File: src/rtl/ps2_rx.sv
// ps2_rx: PS/2 device-to-host receiver with framing check and byte FIFO.
// Define PS2_RX_PARITY_EN to reject frames with bad odd parity.
module ps2_rx #(
  parameter int DEPTH = 4,
  parameter int TIMEOUT_CYCLES = 5000
) (
  input  logic       clk_core,
  input  logic       reset_n,
  input  logic       ps2_clk,
  input  logic       ps2_data,
  input  logic       inhibit,
  input  logic       rd,
  input  logic       clear_err,
  output logic [7:0] data,
  output logic       valid,
  output logic       overrun,
  output logic       frame_err
);
  localparam int AW = $clog2(DEPTH);
  localparam int TW = $clog2(TIMEOUT_CYCLES + 1);
  typedef enum logic [1:0] {IDLE, DATA, PARITY, STOP} state_t;
  state_t        state;
  logic [2:0]    clk_s;
  logic [1:0]    dat_s;
  logic [2:0]    cnt;
  logic [7:0]    shreg;
  logic [TW-1:0] tmo;
  logic [AW:0]   wr_ptr, rd_ptr;
  logic [7:0]    mem [DEPTH];
  logic          fe, bit_in, stop_ev, par_ok, push, pop, full, wr_en;
  always_ff @(posedge clk_core or negedge reset_n)
    if (!reset_n) begin
      clk_s <= '1;
      dat_s <= '1;
    end else begin
      clk_s <= {clk_s[1:0], ps2_clk};
      dat_s <= {dat_s[0], ps2_data};
    end
  assign fe      = clk_s[2] & ~clk_s[1];
  assign bit_in  = dat_s[1];
  assign stop_ev = fe && !inhibit && state == STOP;
`ifdef PS2_RX_PARITY_EN
  logic par;
  // Running XOR of data and parity bits; odd parity leaves it at 1.
  always_ff @(posedge clk_core or negedge reset_n)
    if (!reset_n) par <= 1'b0;
    else if (fe && !inhibit) par <= (state == IDLE) ? 1'b0 : par ^ bit_in;
  assign par_ok = par;
`else
  assign par_ok = 1'b1;
`endif
  always_ff @(posedge clk_core or negedge reset_n)
    if (!reset_n) begin
      state <= IDLE;
      cnt   <= '0;
      shreg <= '0;
      tmo   <= '0;
    end else if (inhibit) begin
      state <= IDLE;
      tmo   <= '0;
    end else begin
      tmo <= (fe || state == IDLE) ? '0 : tmo + 1'b1;
      if (fe)
        case (state)
          IDLE:    if (!bit_in) begin
                     state <= DATA;
                     cnt   <= '0;
                   end
          DATA:    begin
                     shreg <= {bit_in, shreg[7:1]};
                     cnt   <= cnt + 1'b1;
                     if (cnt == 3'd7) state <= PARITY;
                   end
          PARITY:  state <= STOP;
          default: state <= IDLE;
        endcase
      else if (state != IDLE && tmo == TW'(TIMEOUT_CYCLES - 1))
        state <= IDLE;
    end
  assign push  = stop_ev && bit_in && par_ok;
  assign valid = wr_ptr != rd_ptr;
  assign pop   = rd && valid;
  assign full  = (wr_ptr ^ rd_ptr) == {1'b1, {AW{1'b0}}};
  // A simultaneous pop frees the slot, so a push into a full FIFO still lands.
  assign wr_en = push && (!full || pop);
  assign data  = valid ? mem[rd_ptr[AW-1:0]] : 8'd0;
  always_ff @(posedge clk_core or negedge reset_n)
    if (!reset_n) begin
      wr_ptr    <= '0;
      rd_ptr    <= '0;
      overrun   <= 1'b0;
      frame_err <= 1'b0;
    end else begin
      if (wr_en) wr_ptr <= wr_ptr + 1'b1;
      if (pop) rd_ptr <= rd_ptr + 1'b1;
      overrun   <= (push && full && !pop) || (overrun && !clear_err);
      frame_err <= (stop_ev && !(bit_in && par_ok)) || (frame_err && !clear_err);
    end
  always_ff @(posedge clk_core)
    if (wr_en) mem[wr_ptr[AW-1:0]] <= shreg;
endmodule
File: config.mk
export PLATFORM = sky130hd
export DESIGN_NAME = ps2_rx
export DESIGN_NICKNAME = d
export VERILOG_FILES = /design/src/rtl/ps2_rx.sv
export SDC_FILE = /design/constraint.sdc
export NUM_CORES = 1
export LEC_CHECK = 0
export CAP_MARGIN = 10
export CORE_MARGIN = 2
export CORE_UTILIZATION = 40
export CTS_BUF_LIST = sky130_fd_sc_hd__clkbuf_8
export CTS_CLUSTER_DIAMETER = 80
export DETAILED_ROUTE_END_ITERATION = 12
export GPL_TIMING_DRIVEN = 1
export HOLD_SLACK_MARGIN = 0.12
export REMOVE_ABC_BUFFERS = 1
export SYNTH_ARGS = -nofsm -noshare
export SYNTH_HDL_FRONTEND = slang
export SYNTH_SLANG_ARGS = --single-unit
File: constraint.sdc
create_clock -name clk_core -period 2.05 [get_ports clk_core]
set_clock_uncertainty 0.05 [all_clocks]
set_input_delay 0.5125 -clock clk_core [delete_from_list [all_inputs] [get_ports clk_core]]
set_output_delay 0.5125 -clock clk_core [all_outputs]
set_load 0.02 [all_outputs]
# Word level (Yosys, flattened, before mapping)
# Memories as Yosys holds them, arrays and structs flattened.
# Cells that the tools add are included.
# totals
ramBits	32
output_inout_bits	11
elab_cells	69
register_bits	39
memories	1
# mem_list
memory	words	word_bits	rd	rd_ports_with_merged_regs	wr	line	rtl
mem	4	8	1	0	1	29	logic [7:0] mem [DEPTH];
# classes
bitwise	4
eq_ne	10
reduce_logical	27
add_sub_neg	4
n_mux	13
# op_table
operator	n
$mux 13	2
$add 13x1->13 const B	1
$eq 13x13->1 const B	1
$logic_and 1x1->1	11
$mux 2	5
$add 3x1->3 const B	3
$mux 8	1
$ne 4x4->1 const B	2
$eq 3x3->1 const B	2
$pmux 2 s3	1
$pmux 3 s2	1
$reduce_and 3->1	2
$logic_not 1->1	5
$eq 2x2->1 const B	2
$logic_or 1x1->1	4
$reduce_and 4->1	1
$reduce_bool 2->1	2
$mux 3	1
$ne 3x3->1	1
$reduce_bool 3->1	1
$xor 3x3->3	1
$eq 2x1->1 const B	1
$logic_not 2->1	1
$mux 1	2
other kinds (3)	4

# Longest topological paths before layout
# Gate-level depths: netlist of the first run.
# depth
ltp_word	8
depth_mapped	6
mapped_depth_nobuf	6

# Worst setup path after synthesis of the first run
# No wires, ideal clock.
# synth_path
kind	in2reg
startpoint	input port inhibit
endpoint	memory mem[2][0], enable pin
required_time_ps	1668
setup_time_ps	332
path_slack_ps	207
arrival_time_ps	1461
stages	4
cell_sequence	nor3b_4 -> nand3_4 -> nor2_4 -> and2_1
# synth_between
elab_chain_len	7
# synth_lines
item	line	rtl
start: declaration	11	input logic inhibit,
$logic_not 1->1	41	assign stop_ev = fe && !inhibit && state == STOP;
$logic_and 1x1->1 (2 in series)	41	
$logic_and 1x1->1	80	assign push = stop_ev && bit_in && par_ok;
$logic_and 1x1->1	85	assign wr_en = push && (!full || pop);
$mux 1	100	if (wr_en) mem[wr_ptr[AW-1:0]] <= shreg;
$mux 1 (implied by the code)	100	
end: declaration	29	
# Every way passes these cells.

# Worst setup path in the final report of the first run
# layout_path
startpoint	register rd_ptr[0]
endpoint	output port data[4]
# layout_between
elab_chain_len	2
# layout_lines
item	line	rtl
start: declaration	28	logic [AW:0] wr_ptr, rd_ptr;
start signal: assignment	95	if (pop) rd_ptr <= rd_ptr + 1'b1;
$mem_v2 4x8 or $ne 3x3->1 (tied branches)	n/a	
$mux 8 (*)	86	assign data = valid ? mem[rd_ptr[AW-1:0]] : 8'd0;
end: declaration	14	output logic [7:0] data,
# Mark *: on every way between the ends. The rest lies on a longest branch, timed or not.

==> results of run 1 <==
-- cells in the final DEF, fill, tap and decap left out, types with 6 or more instances in the layout --
cell and instances:
inv_1 11, mux4_2 8, ha_1 12, and2_1 6, nand2_1 9, mux2_2 9, clkbuf_8 9, nand3_1 6
clkdlybuf4s50_1 7, buf_12 6, dfrtp_1 34, xnor2_1 12, buf_6 8, buf_4 18, nor2_1 17, and2_4 8
o21ai_0 8, edfxtp_1 32
-- flip-flops by register name, summed over array words and instances, names as in the netlist --
name	flops
cnt	3
shreg	8
tmo	13
state	2
clk_s	3
overrun	1
frame_err	1
wr_ptr	3
dat_s	2
rd_ptr	3
mem	32
-- metal layers --
metal	vias up	part of all wire	global-route usage
li1	872	-	-
met1	877	0.46	0.174
met2	26	0.49	0.220
met3	9	0.029	0.0317
met4	0	0.020	0.0625
met5	-	0	0
-- area by class of cell --
type	instances	area share
Sequential cell	71	0.502
Multi-Input combinational cell	131	0.295
Timing Repair Buffer	42	0.113
Tap cell	102	0.0330
Clock buffer	9	0.0320
Clock inverter	7	0.0142
Inverter	11	0.0107
-- worst max-delay path, stage by stage (launching register included) --
cell	delay, ns
dfrtp_1	0.40
buf_12	0.15
mux4_2	0.50
and2_4	0.15
buf_6	0.12
-- how the worst max path moves through the flow --
stage / start / to / slack, ns / cells past startpoint
after global placement: rd_ptr[0] / data[2] / -0.27 / 4
after detailed placement: rd_ptr[0] / data[3] / -0.30 / 4
after global routing: rd_ptr[0] / data[4] / -0.26 / 4
after CTS: rd_ptr[0] / data[4] / -0.21 / 4
final: rd_ptr[0] / data[4] / -0.18 / 4
after floorplan: rd_ptr[0] / data[0] / 0.04 / 3
-- power groups by stage --
stage / sequential [uW] / combinational [uW] / clock [uW]
global placement: 1610 / 994 / 0
detailed placement: 1610 / 1000 / 0
global route: 1590 / 1210 / 1110
CTS: 1580 / 1140 / 1050
finish: 1580 / 1120 / 1020
floorplan: 1650 / 480 / 0
-- timing repair --
item | CTS | global route
cloned | 0 | 0
gates resized for setup | 65 | 0
hold buffers | 1 | 0
pin swaps | 8 | 0
hold endpoints to repair | 10 | 0
endpoints found under the setup margin | 9 | 9
-- stage by stage --
| step | cell area, sq um | setup WS [ns] | hold slack, ns | instances |
|---|---|---|---|---|
| 2_1_floorplan | 3110 | 0.0389 | 0.167 | 213 |
| 3_3_place_gp | 3660 | -0.267 | 0.296 | 356 |
| 3_5_place_dp | 3660 | -0.304 | 0.301 | 356 |
| 4_1_cts | 3870 | -0.209 | 0.312 | 373 |
| 5_1_grt | 3870 | -0.259 | 0.312 | 373 |
| 6_report | 3870 | -0.180 | 0.309 | 373 |
-- kinds of logic (layout without fill, tap and decap cells) --
family,Yosys count,in the layout,share of synthesized area
flops,71,71,0.616
simple gates,69,69,0.135
xor+xnor,18,18,0.0500
mux,18,18,0.0988
buf+inv,16,69,0.0254
compound gates,14,14,0.0274
fa+ha+maj,12,12,0.0476
==> metrics.txt, run 1 <==
outcome=complete, but fails checks; violated checks=setup timing; Core ar.=7690 sq um; Worst R2R Path Depth=7; Mapped Area=3150 sq um; Distinct cells, synth=40; Crit Path Max Fanout=8; switching share of total power=0.289; P_int=2650 uW; final core utilization=0.503; first-pass GRT wire length=8850 um; Slew Viols, Final=0; Yosys top cell area share=0.305; Final setup viols=9; PortBufs=17; post-detail-place hpwl=3460 um; commonest cells in the netlist=dfrtp_1, edfxtp_1, nor2_1; FF+latch area=1940 sq um; PnR worst setup slack=-0.180 ns; wire per inst=13.8 um; Worst Hold Path EP=clk_s[1]; Worst EP arrival=1.67 ns; CTS tree=yes; R2R setup slack=0.25 ns; WP data required=1.49 ns; Reg clk slew, reported paths=0.07 ns; Chip Height=92.8 um; Placer Congestion=0.737; Worst R2R Start=rd_ptr[0]; max_cap viols=0; io pins=18; Die ar.=8610 sq um; area of the multi-input gates=1140 sq um; total design power=3720 uW; Die Wd=92.8 um; Clock Sinks=71; GRT Total Usage=0.136; Cell Rows=32; total grt overflow=0; WS Path Type=flop to output port; top cells by area, synth=edfxtp_1, dfrtp_1, ha_1; Post-CTS Setup Bufs=0; sw power=1070 uW; Net count, final=285; Synth async-reset ratio=0.549; Rel. slew slack=0.670; DR vias/cell=4.78; Hold Vio Cnt, Final=0; most frequent cell after synthesis=dfrtp_1; clk_lat worst skew=0.35 ns; Hold Path Depth=0; Routed WL=5130 um; post-route ant nets=0; capturing point of the worst reg2reg path=mem[0][7]; period utilization=1.09; Mapped Cells=218; crit start category=flop; Worst Tran Pin Value=0.495 ns; Clock Path Buffers=2; HP Start=clk_s[0]; area leader, netlist=edfxtp_1; Ys Warns=0; ys flop type=dfrtp_1; initial antenna violation count=0; EDFF count, synth=32; Inserted Clock Buffers=9; crit end category=output port; Avg Inst Size Synth=14.5 sq um; Initial DRC Count=91; Hold WC Path Type=flop to flop; DRC=0; power per cell area=962 nW/um^2; vias in the first global route=1,805; Seq/Total Area, Yosys=0.616; clock share of power=0.275; RSZ-0062 raised after global routing=true; CTS H-tree lvls=3; Area Growth Syn to Fin=22.7%; Starting Density=0.410; fmax=0.448 GHz; Logic pwr share=0.300; min cycle time layout=2.23 ns; layout cell share with drive strength beyond 1=0.332; # fillers=683; Max IR drop VDD=384 uV; DR pass1 iterations=4; sequential share of power=0.425; Static Leak=0.00158 uW; total negative slack=-1.47 ns; largest net degree at the start of global routing=18; routed vias=1,784; synthesized flop and latch total=71; Root Buffer=clkbuf_8; Antenna Cells=0
Power figures use the tool's default switching activity.
==> run 2: changes to the inputs <==
--- a/config.mk
+++ b/config.mk
@@ -9,7 +9,7 @@
 export CORE_MARGIN = 2
 export CORE_UTILIZATION = 40
 export CTS_BUF_LIST = sky130_fd_sc_hd__clkbuf_8
-export CTS_CLUSTER_DIAMETER = 80
+export CTS_CLUSTER_DIAMETER = 30
 export DETAILED_ROUTE_END_ITERATION = 12
 export GPL_TIMING_DRIVEN = 1
 export HOLD_SLACK_MARGIN = 0.12
==> results of run 2 <==
Final layout, timing and power as in run 1 (identical DEF).
==> run 3: changes to the inputs <==
--- a/config.mk
+++ b/config.mk
@@ -6,7 +6,7 @@
 export NUM_CORES = 1
 export LEC_CHECK = 0
 export CAP_MARGIN = 10
-export CORE_MARGIN = 2
+export CORE_MARGIN = 5
 export CORE_UTILIZATION = 40
 export CTS_BUF_LIST = sky130_fd_sc_hd__clkbuf_8
 export CTS_CLUSTER_DIAMETER = 30
@@ -14,6 +14,7 @@
 export GPL_TIMING_DRIVEN = 1
 export HOLD_SLACK_MARGIN = 0.12
 export REMOVE_ABC_BUFFERS = 1
+export SLEW_MARGIN = 0
 export SYNTH_ARGS = -nofsm -noshare
 export SYNTH_HDL_FRONTEND = slang
 export SYNTH_SLANG_ARGS = --single-unit
==> run 3 against run 2 <==
Net effect: the run still ends with setup timing left; wire length is 2.3% lower; die area grew 13%; first-iteration DRC count down 41%; sequential share of layout area down 0.29 points; highest routed layer unchanged.
==> metrics.txt, run 3 (synthesis gave the netlist of run 1 again) <==
CP Cell Sequence=buf_6, mux4_2, and2_4, buf_6; Die Wd=98.8 um (+6.5%); crit start category=flop; outcome=complete, but fails checks; fmax=0.450 GHz (+0.37%); GRT Total Usage=0.114 (-0.0217); Clock Sinks=71 (unchanged); Area Growth Syn to Fin=23.4%; clk_lat worst skew=0.34 ns (about the same); min cycle time layout=2.22 ns (-0.00813 ns); post-route ant nets=0 (unchanged); first-pass GRT wire length=8700 um (-1.7%); io pins=18 (unchanged); largest net degree at the start of global routing=16 (-2); GR peak layer=met2; DR vias/cell=4.72 (-1.4%); total negative slack=-1.38 ns (+0.0811 ns); grt met3 use=0.0446 (+0.0129); DR pass1 iterations=4 (unchanged); RSZ-0062 raised after global routing=true; Crit Path Max Fanout=4 (-4); Core ar.=7690 sq um (unchanged); routed vias=1,759 (-1.4%); Fin Hold WS=0.308 ns (-0.00137 ns); WP data required=1.49 ns (about the same); layout cell share with drive strength beyond 1=0.332 (unchanged); leading cell type in the layout, fill and taps excluded=dfrtp_1; Root Buffer=clkbuf_8; Slowest Stage Delay on Critical Path=0.51 ns (about the same); vias in the first global route=1,853 (+2.7%); Die ar.=9760 sq um (+13%); Hold WC Path Type=flop to flop; Placer Congestion=0.777 (+5.5%); Clock Path Buffers=2 (unchanged); Max IR drop VDD=470 uV (+22%); Hold Vio Cnt, Final=0 (unchanged); # placed instances=355 (-0.28%); Chip Height=98.8 um (+6.5%); crit end category=output port; Final setup viols=9 (unchanged); Net count, final=285 (unchanged); Slew Viols, Final=0 (unchanged); max_cap viols=0 (unchanged); CP bufs+invs=2 (unchanged); total grt overflow=0 (unchanged); Inserted Clock Buffers=9 (unchanged); Worst EP arrival=1.66 ns (about the same); Routed WL=5020 um (-2.3%); Antenna Cells=0 (unchanged); final core utilization=0.506 (+0.00293); WS Path Type=flop to output port; power per cell area=966 nW/um^2 (+0.47%); Static Leak=0.00158 uW (+0.34%); Starting Density=0.410 (unchanged); Rel. slew slack=0.686 (+0.0157); total design power=3760 uW (+1.1%); PortBufs=17 (unchanged); CTS H-tree lvls=3 (unchanged); period utilization=1.08 (-0.00396); Crit-path slowest cell=mux4_2; grt met1 use=0.141 (-0.0321); post-detail-place hpwl=3490 um (+0.85%); Initial DRC Count=54 (-41%); CP delay by family, top=multiplexers; Worst Tran Pin Value=0.471 ns (-0.0236 ns); final non-filler cell total=373 (unchanged); initial antenna violation count=0 (unchanged); Cell Rows=32 (unchanged); DRC=0 (unchanged); most used cell, CP=buf_6; Post-CTS Setup Bufs=0 (unchanged); most frequent cells in the layout=dfrtp_1, edfxtp_1, nor2_1; met2 usage=0.184 (-0.0365); violated checks=setup timing; PnR worst setup slack=-0.172 ns (+0.00813 ns); max reg flops=32 (unchanged); Reg clk slew, reported paths=0.08 ns (about the same); CTS tree=yes; wire per inst=13.5 um (-2.3%)
==> run 3: changes by cell type in the layout (fill, tap and decap cells not counted), sizes merged <==
cell	delta
clkinv	-1
inv	+1
==> run 3: per-stage QoR <==
stage          setup WS [ns]  instance area, sq um
6_report              -0.172                  3890
4_1_cts               -0.203                  3870
3_3_place_gp          -0.251                  3640
3_5_place_dp          -0.266                  3640
2_1_floorplan         0.0389                  3110
5_1_grt               -0.255                  3890
==> run 3: where the power goes <==
group	internal, uW	leakage [uW]	switching, uW
Clock	465	0.0000903	570
Combinational	674	0.000653	470
Sequential	1540	0.000839	41.5
Total	2680	0.00158	1080
==> run 3: final cells by class <==
cell class,count,area (sq um)
Clock buffer,9,124
Clock inverter,7,63.8
Fill cell,683,3800
Inverter,11,41.3
Multi-Input combinational cell,131,1150
Sequential cell,71,1940
Tap cell,102,128
Timing Repair Buffer,42,438
==> run 3: final timing paths <==
check	startpoint	to	slack, ns	depth (start not counted)
worst max-delay path	rd_ptr[0]	data[7]	-0.17	4
worst min-delay path	dat_s[0]	dat_s[1]	0.31	0
worst max register to register	rd_ptr[0]	mem[2][7]	0.27	7
worst min register to register	dat_s[0]	dat_s[1]	0.31	0
max in group asynchronous	reset_n	wr_ptr[1]	0.89	3
min in group asynchronous	reset_n	tmo[1]	0.53	2
==> run 3: per-layer routing <==
metal  part of all wire  wire, um
met1               0.46      2300
met2               0.48      2430
met3              0.042       213
met4              0.015        73
met5                  0         0
==> run 3: timing repair <==
item / in CTS / in global routing
endpoints found under the setup margin: 9 / 9
gates cloned: 0 / 1
endpoints found under the hold margin: 8 / 0
pin swaps: 8 / 0
gates resized for setup: 70 / 1
hold buffers: 1 / 0
